### src/rtl/usb_rx.sv
// Low-speed USB receiver: recovers bit timing from D+/D-, NRZI-decodes, removes stuffed bits,
// tracks SYNC/EOP and hands packet bytes to the protocol layer as one-cycle strobes.
`timescale 1ns/1ps

package usb_rx_pkg;
    typedef struct packed {
        logic p;
        logic n;
    } d_port_t;

    typedef enum logic [1:0] {
        LINE_SE0 = 2'b00,
        LINE_J   = 2'b01,
        LINE_K   = 2'b10,
        LINE_SE1 = 2'b11
    } line_t;

    typedef enum logic [2:0] {
        ST_IDLE,
        ST_SYNC,
        ST_DATA,
        ST_EOP,
        ST_ABORT
    } state_t;
endpackage

module usb_rx
    import usb_rx_pkg::*;
#(
    parameter int CLKS_PER_BIT = 16
) (
    input  logic       clk,
    input  logic       reset,
    input  d_port_t    d,
    output logic [7:0] data,
    output logic       valid,
    output logic       active,
    output logic       eop,
    output logic       err
);
    localparam int PW = $clog2(CLKS_PER_BIT);
    localparam logic [PW-1:0] PHASE_LAST = PW'(CLKS_PER_BIT - 1);
    localparam logic [PW-1:0] PHASE_MID  = PW'(CLKS_PER_BIT / 2);

    line_t         line1, line2, line3, last_jk;
    logic [PW-1:0] phase;
    logic          jk_edge, sample, line_jk, bit_val;

    state_t     state, state_d;
    line_t      prev_jk, prev_jk_d;
    logic [2:0] bit_cnt, bit_cnt_d, ones, ones_d;
    logic [7:0] shift, shift_d, data_d;
    logic       valid_d, active_d, eop_d, err_d;
    logic       misaligned, misaligned_d, se0_seen, se0_seen_d;

    // Edges are seen on line2 while line3 (one clk later) is what gets sampled, so phase 0
    // lines up with the first clk of the new level in line3.
    assign jk_edge = (line2 == LINE_J || line2 == LINE_K) && (line2 != last_jk);
    assign sample  = (phase == PHASE_MID);
    assign line_jk = (line3 == LINE_J || line3 == LINE_K);
    assign bit_val = (line3 == prev_jk);

    // NOTE: sequential state uses non-blocking assignments so every register sees pre-edge values.
    always_ff @(posedge clk) begin
        if (reset) begin
            line1   <= LINE_J;
            line2   <= LINE_J;
            line3   <= LINE_J;
            last_jk <= LINE_J;
            phase   <= '0;
        end else begin
            line1 <= line_t'({d.p, d.n});
            line2 <= line1;
            line3 <= line2;
            if (line2 == LINE_J || line2 == LINE_K) last_jk <= line2;
            if (jk_edge || phase == PHASE_LAST) phase <= '0;
            else                                phase <= phase + PW'(1);
        end
    end

    always_ff @(posedge clk) begin
        if (reset) begin
            state      <= ST_IDLE;
            prev_jk    <= LINE_J;
            bit_cnt    <= '0;
            ones       <= '0;
            shift      <= '0;
            misaligned <= 1'b0;
            se0_seen   <= 1'b0;
            data       <= '0;
            valid      <= 1'b0;
            active     <= 1'b0;
            eop        <= 1'b0;
            err        <= 1'b0;
        end else begin
            state      <= state_d;
            prev_jk    <= prev_jk_d;
            bit_cnt    <= bit_cnt_d;
            ones       <= ones_d;
            shift      <= shift_d;
            misaligned <= misaligned_d;
            se0_seen   <= se0_seen_d;
            data       <= data_d;
            valid      <= valid_d;
            active     <= active_d;
            eop        <= eop_d;
            err        <= err_d;
        end
    end

    // NOTE: every combinational output is given a default first, so no branch can infer a latch.
    always_comb begin
        state_d      = state;
        prev_jk_d    = prev_jk;
        bit_cnt_d    = bit_cnt;
        ones_d       = ones;
        shift_d      = shift;
        misaligned_d = misaligned;
        se0_seen_d   = se0_seen;
        data_d       = data;
        active_d     = active;
        valid_d      = 1'b0;
        eop_d        = 1'b0;
        err_d        = 1'b0;

        case (state)
            ST_IDLE: begin
                if (jk_edge && line2 == LINE_K) begin
                    state_d   = ST_SYNC;
                    bit_cnt_d = '0;
                    ones_d    = '0;
                    prev_jk_d = LINE_J;
                end
            end
            ST_SYNC: begin
                if (sample) begin
                    if (!line_jk) begin
                        state_d = ST_IDLE;
                    end else begin
                        prev_jk_d = line3;
                        // The trailing 1 of SYNC counts toward the stuffing run.
                        ones_d = bit_val ? ones + 3'd1 : 3'd0;
                        if (bit_cnt == 3'd7) begin
                            if (bit_val) begin
                                state_d   = ST_DATA;
                                active_d  = 1'b1;
                                bit_cnt_d = '0;
                            end else begin
                                state_d = ST_IDLE;
                            end
                        end else if (bit_val) begin
                            state_d = ST_IDLE;
                        end else begin
                            bit_cnt_d = bit_cnt + 3'd1;
                        end
                    end
                end
            end
            ST_DATA: begin
                if (sample) begin
                    if (!line_jk) begin
                        state_d      = ST_EOP;
                        misaligned_d = (bit_cnt != 3'd0);
                    end else begin
                        prev_jk_d = line3;
                        if (ones == 3'd6) begin
                            if (bit_val) begin
                                state_d    = ST_ABORT;
                                err_d      = 1'b1;
                                active_d   = 1'b0;
                                se0_seen_d = 1'b0;
                            end else begin
                                ones_d = '0;
                            end
                        end else begin
                            ones_d    = bit_val ? ones + 3'd1 : 3'd0;
                            shift_d   = {bit_val, shift[7:1]};
                            bit_cnt_d = bit_cnt + 3'd1;
                            if (bit_cnt == 3'd7) begin
                                data_d  = shift_d;
                                valid_d = 1'b1;
                            end
                        end
                    end
                end
            end
            ST_EOP: begin
                if (sample) begin
                    if (line3 == LINE_J) begin
                        eop_d    = 1'b1;
                        err_d    = misaligned;
                        active_d = 1'b0;
                        state_d  = ST_IDLE;
                    end else if (line3 == LINE_K) begin
                        err_d    = 1'b1;
                        active_d = 1'b0;
                        state_d  = ST_IDLE;
                    end
                end
            end
            ST_ABORT: begin
                if (sample) begin
                    if (!line_jk)                         se0_seen_d = 1'b1;
                    else if (se0_seen && line3 == LINE_J) state_d    = ST_IDLE;
                end
            end
            default: state_d = ST_IDLE;
        endcase
    end
endmodule

### config.mk
export PLATFORM = sky130hd
export DESIGN_NAME = usb_rx
export DESIGN_NICKNAME = d
export VERILOG_FILES = /design/src/rtl/usb_rx.sv
export SDC_FILE = /design/constraint.sdc
export NUM_CORES = 1
export LEC_CHECK = 0
export ABC_AREA = 0
export CORE_UTILIZATION = 60
export DETAILED_ROUTE_END_ITERATION = 8
export GPL_ROUTABILITY_DRIVEN = 0
export PLACE_DENSITY = 0.88
export SETUP_SLACK_MARGIN = 0.15
export SLEW_MARGIN = 20
export SYNTH_ARGS = -nofsm -noshare
export SYNTH_HDL_FRONTEND = slang
export SYNTH_SLANG_ARGS = --single-unit
export TNS_END_PERCENT = 50
### constraint.sdc
create_clock -name clk -period 4.57 [get_ports clk]
set_input_delay 0.914 -clock clk [delete_from_list [all_inputs] [get_ports clk]]
set_output_delay 0.914 -clock clk [all_outputs]
set_load 0.02 [all_outputs]
==> impl_metrics.json, run 1 <==
{
  "status": "complete, no violations",
  "rr_worst_depth": 8,
  "crit_path_end_kind": "flip-flop",
  "syn_area_per_cell_sq_um": 9.02,
  "pin_count": 16,
  "fin_util": 0.699,
  "required_ps": 4800,
  "regArea_sq_um": 881,
  "vias": 1706,
  "wl_per_cell_um": 14.1,
  "yosys-top-cells-count": "dfxtp_1, nand2_1, nor2_1, a21oi_1, nand3_1",
  "internal-power_mw": 0.478,
  "grt_pass1_vias": 1580,
  "start_util": 0.630,
  "drive_above_1_share": 0.0803,
  "pwr-share-clk": 0.315,
  "row_count": 21,
  "yosys_warnings": 0,
  "clockBufferDepth": 2,
  "ys_seq_area_frac": 0.416,
  "power_mw": 0.626,
  "yosys_most_used_dff": "dfxtp_1",
  "synth_top_area_frac": 0.416,
  "setup_viol": 0,
  "antenna_found_initial": 0,
  "path_clk_slew_ps": 120,
  "r2r_slack_ps": 2260,
  "tritoncts": "done",
  "synth.net_count": 250,
  "hpwlAfterDp_mm": 3.11,
  "insertion_delay_ps": 360,
  "post_cts_buffers": 0,
  "top_layer": "met4",
  "route.met3.wl_um": 191,
  "p_seq_frac": 0.629,
  "critPathLaunchType": "flip-flop",
  "p_switching_mw": 0.147,
  "first_pass_iters": 4,
  "finalCriticalPeriod_ps": 2310,
  "cp-startpoint": "line3[0]",
  "synth.most_common_cell": "dfxtp_1",
  "wl_mm": 4.17,
  "nNetsFinal": 263,
  "ant_nets": 0,
  "hold_path_class": "flip-flop to flip-flop",
  "crit_path_cell_trace": "inv_1 > ha_1 > nor4bb_1 > buf_4 > o21ai_1 > a211oi_4 > mux2i_1 > nor2_1",
  "crit_path_max_incr_delay_ps": 420,
  "reg2reg_from": "line3[0]",
  "diodes": 0,
  "rsz0062_at_grt": "no",
  "fp.dieW_um": 61.4,
  "core_sq_um": 3360,
  "power_leakage_nw": 0.924,
  "fmax_mhz": 433,
  "synth_seq_cells": 44,
  "hold_violations": 0,
  "yosysTopAreaCell": "dfxtp_1",
  "worst-slew-pin-transition_ps": 645,
  "p_sw_frac": 0.236,
  "synthArstFlopShare": 0,
  "avgViaCountPerCell": 5.78,
  "die-area_sq_um": 3770,
  "h-tree-depth": 2,
  "syn_inst": 235,
  "finalMaxSlewViolations": 0,
  "initialDrtViolationCount": 67,
  "ctsRootBufferMaster": "clkbuf_4",
  "wl_met1_mm": 1.71,
  "grt_pass1_wl_mm": 6.84,
  "comb_power_share": 0.056,
  "grt_overflow_total": 0,
  "area_delta_synth_final_pct": 11.0,
  "grt_max_degree": 25,
  "hold_buffers": 0,
  "maxSlewHeadroom": 0.569,
  "powerDensity_nw_per_um2": 266,
  "synth_cell_types": 53,
  "numCtsBuffers": 5,
  "finClkSkew_ps": 10.0,
  "setup_tns_ps": 0,
  "n_fill_cell": 294,
  "cp_max_fo": 9,
  "slowest_stage": "ha_1",
  "netlist_top_cells_area": "dfxtp_1, ha_1, mux2i_1, a21oi_1, nand2_1",
  "dr_wl_met2_mm": 2.15,
  "r2r_end": "ones[1]",
  "drc": 0,
  "cts.sinks": 44,
  "synth_edf_count": 0,
  "netlist_area_sq_um": 2120,
  "io_buffer_count": 15,
  "post-route-period-util": 0.506,
  "die_h_um": 61.4,
  "ir_worst_vdd_mv": 0.199,
  "track_usage": 0.249,
  "multi_input_area_sq_um": 1140,
  "cp.arrival_ps": 2550,
  "endpoint": "ones[1]",
  "path_class": "flip-flop to flip-flop",
  "maxCapViolations": 0,
  "cts.repair.resized": 0
}
## cells by family (layout without fill, tap and decap cells)
logic type	count (synthesis)	after routing	share of synthesized area
AO/OA/AOI/OAI	44	44	0.148
multiplexers	16	16	0.0773
AND/OR/NAND/NOR	91	91	0.223
buffers and inverters	23	37	0.0460
XOR/XNOR	6	6	0.0248
adder cells (fa/ha/maj)	11	11	0.0649
flip-flops	44	44	0.416
## worst min-delay path by stage
stage	startpoint	endpoint	slack, ps	depth (start not counted)
2_1_floorplan	line1[0]	line2[0]	390	1
3_3_place_gp	line1[0]	line2[0]	400	1
3_5_place_dp	line1[0]	line2[0]	430	1
4_1_cts	line1[0]	line2[0]	460	1
5_1_grt	line1[0]	line2[0]	480	1
6_report	line1[0]	line2[0]	450	1
## per-layer routing
layer,GRT usage,vias to the layer above
met5,0,-
met1,0.277,795
met3,0.0714,11
met2,0.435,50
met4,0.124,0
li1,-,850
## flip-flops by register name, indices dropped and copies added, names as in the netlist, 3 cells and up
| name | flops |
|---|---|
| data | 8 |
| shift | 7 |
| ones | 3 |
| bit_cnt | 3 |
| state | 3 |
| phase | 4 |
## metrics by stage
step	instance area (sq um)	cells	setup slack, ps	hold slack [ps]
2_1_floorplan	2120	235	2470	389
3_3_place_gp	2290	287	1950	398
3_5_place_dp	2290	287	1900	431
4_1_cts	2350	295	2270	462
5_1_grt	2350	295	2130	483
6_report	2350	295	2260	455
## power groups by stage
stage / logic [mW] / clock network [mW] / registers (mW)
floorplan: 0.0260 / 0 / 0.401
global placement: 0.0327 / 0 / 0.402
detailed placement: 0.0349 / 0 / 0.402
CTS: 0.0351 / 0.203 / 0.394
global route: 0.0389 / 0.223 / 0.395
finish: 0.0349 / 0.197 / 0.394
## cell usage in the layout, fill, tap and decap left out, types with 2 or more instances in the layout
cell type / instances
nand2_1: 21
buf_4: 2
nand3_1: 15
or2_2: 2
o21a_1: 2
o21ai_0: 4
nor4_1: 6
nor2b_1: 6
inv_1: 11
nand4b_1: 2
a22oi_1: 2
mux2i_1: 13
nor3_1: 6
clkdlybuf4s50_1: 15
a21oi_1: 16
mux2_1: 2
nor2_1: 20
ha_1: 11
clkbuf_4: 5
a21o_1: 3
xnor2_1: 3
o21ai_1: 3
xor2_1: 3
dfxtp_1: 44
## worst max-delay path, delay by kind of cell (launching register included)
family | cells | cell delay (ps)
buffers and inverters | 2 | 290
adders and majority gates | 1 | 420
DFF | 1 | 390
muxes | 1 | 220
and+or+nand+nor | 2 | 380
AOI/OAI and AO/OA | 2 | 480
## final cells by class
class	count	share of cell area
clock buffer	7	0.0234
clock inverter	1	0.00319
inverter	12	0.0191
multi-input combinational	168	0.485
sequential	44	0.374
tap	46	0.0245
timing repair buffer	17	0.0702
(Power assumes the default switching activity.)
==> inputs of run 2 (changes only) <==
Settings changed: CORE_UTILIZATION 60 to 57, PLACE_DENSITY 0.88 to 0.84.
Clock period 4.57 ns to 2.4 ns, I/O delays scaled along.
==> impl_metrics.json, run 2 (same netlist as run 1, synthesis figures left out) <==
{
  "power_leakage_nw": 0.963,
  "comb_power_share": 0.055,
  "reg_top3": "data: 8 flops, shift: 7 flops, phase: 4 flops",
  "wl_per_cell_um": 14.0,
  "largest_reg_flops": 8,
  "initialDrtViolationCount": 165,
  "drive_above_1_share": 0.103,
  "p_sw_frac": 0.231,
  "gr-usage-met2": 0.387,
  "p_seq_frac": 0.576,
  "ir_worst_vdd_mv": 0.498,
  "ctsRootBufferMaster": "clkbuf_8",
  "setup_tns_ps": 0,
  "maxCapViolations": 0,
  "insertion_delay_ps": 300,
  "numCtsBuffers": 5,
  "finalMaxSlewViolations": 0,
  "finClkSkew_ps": 6.79,
  "fin_util": 0.704,
  "p_switching_mw": 0.299,
  "rsz0062_at_grt": "no",
  "power_mw": 1.30,
  "clockBufferDepth": 2,
  "wl_mm": 4.20,
  "critPathLaunchType": "flip-flop",
  "path_clk_slew_ps": 80,
  "die_h_um": 63.0,
  "io_buffer_count": 15,
  "required_ps": 2600,
  "die-area_sq_um": 3970,
  "grt_pass1_vias": 1644,
  "grt_max_degree": 18,
  "hpwlAfterDp_mm": 3.02,
  "cts.sinks": 44,
  "diodes": 0,
  "nNetsFinal": 267,
  "antenna_found_initial": 0,
  "cp.arrival_ps": 2330,
  "start_util": 0.616,
  "layout_common_cells": "dfxtp_1, nand2_1, nor2_1",
  "internal-power_mw": 0.999,
  "layout_commonest_cell": "dfxtp_1",
  "fmax_mhz": 469,
  "core_sq_um": 3440,
  "status": "complete, no violations",
  "grt_busiest_layer": "met2",
  "design_area_sq_um": 2420,
  "whs_ps": 430,
  "pwr-share-clk": 0.368,
  "grt_use_met3": 0.0620,
  "drc": 0,
  "hold_path_class": "flip-flop to flip-flop",
  "area_delta_synth_final_pct": 14.4,
  "powerDensity_nw_per_um2": 536,
  "finalCriticalPeriod_ps": 2130,
  "track_usage": 0.231,
  "pin_count": 16,
  "path_class": "flip-flop to flip-flop",
  "setup_viol": 0,
  "gr-usage-met1": 0.254,
  "hold_violations": 0,
  "grt_overflow_total": 0,
  "first_pass_iters": 4,
  "grt_pass1_wl_mm": 7.13,
  "post-route-period-util": 0.889,
  "vias": 1721,
  "worst-slew-pin-transition_ps": 493,
  "row_count": 21,
  "ant_nets": 0,
  "max_flop_register": "data",
  "fp.dieW_um": 63.0,
  "h-tree-depth": 2,
  "crit_path_end_kind": "flip-flop",
  "hold_buffers": 0,
  "r2r_slack_ps": 270,
  "avgViaCountPerCell": 5.76,
  "tritoncts": "done",
  "maxSlewHeadroom": 0.669,
  "placed_area_sq_um": 2320,
  "cp_max_fo": 9
}
==> run 2: cell count changes in the layout (fill, tap and decap cells not counted), sizes merged <==
cell      delta
buf          +4
clkbuf       -1
clkinv       +2
clkinvlp     -1
==> run 2: final cells by class <==
type,instances,area (sq um)
Multi-Input combinational cell,168,1150
Fill cell,272,1020
Sequential cell,44,881
Timing Repair Buffer,21,195
Clock buffer,6,82.6
Tap cell,46,57.6
Inverter,12,45.0
Clock inverter,2,10.0
==> run 2: metrics by stage <==
stage	instances	worst slack, ps
finish	299	267
global route	299	161
CTS	299	188
detailed placement	291	202
global placement	291	257
floorplan	235	302
==> run 2: per-layer routing <==
metal  part of all wire  wire, um  vias up
met4              0.032       133        0
met1               0.44      1850      802
met5                  0         0        -
li1                   -         -      860
met2               0.48      2030       45
met3              0.044       183       14
==> run 2: power by group through the flow <==
stage | Combinational, mW | Sequential, mW | Clock (mW)
floorplan | 0.0495 | 0.764 | 0
global placement | 0.0654 | 0.765 | 0
detailed placement | 0.0682 | 0.766 | 0
CTS | 0.0694 | 0.748 | 0.485
global route | 0.0799 | 0.750 | 0.514
finish | 0.0716 | 0.749 | 0.478
==> run 2: path summary, 6_finish.rpt <==
path	start	cells after the start	endpoint
max reg2reg	line3[0]	8	ones[1]
min reg2reg	line1[0]	1	line2[0]
max	line3[0]	8	ones[1]
min	line1[0]	1	line2[0]
==> run 2: timing repair <==
action                     4_1_cts  5_1_grt
setup endpoints to repair        0        8
resized for setup                0        1
buffers inserted                 0        0
==> run 2: critical path: stages, from the launching register on <==
cell      delay, ps
dfxtp_1         380
inv_1            70
ha_1            330
nor4bb_1        270
buf_4           220
o21ai_1         190
a211oi_4        300
mux2i_1         220
nor2_1           50
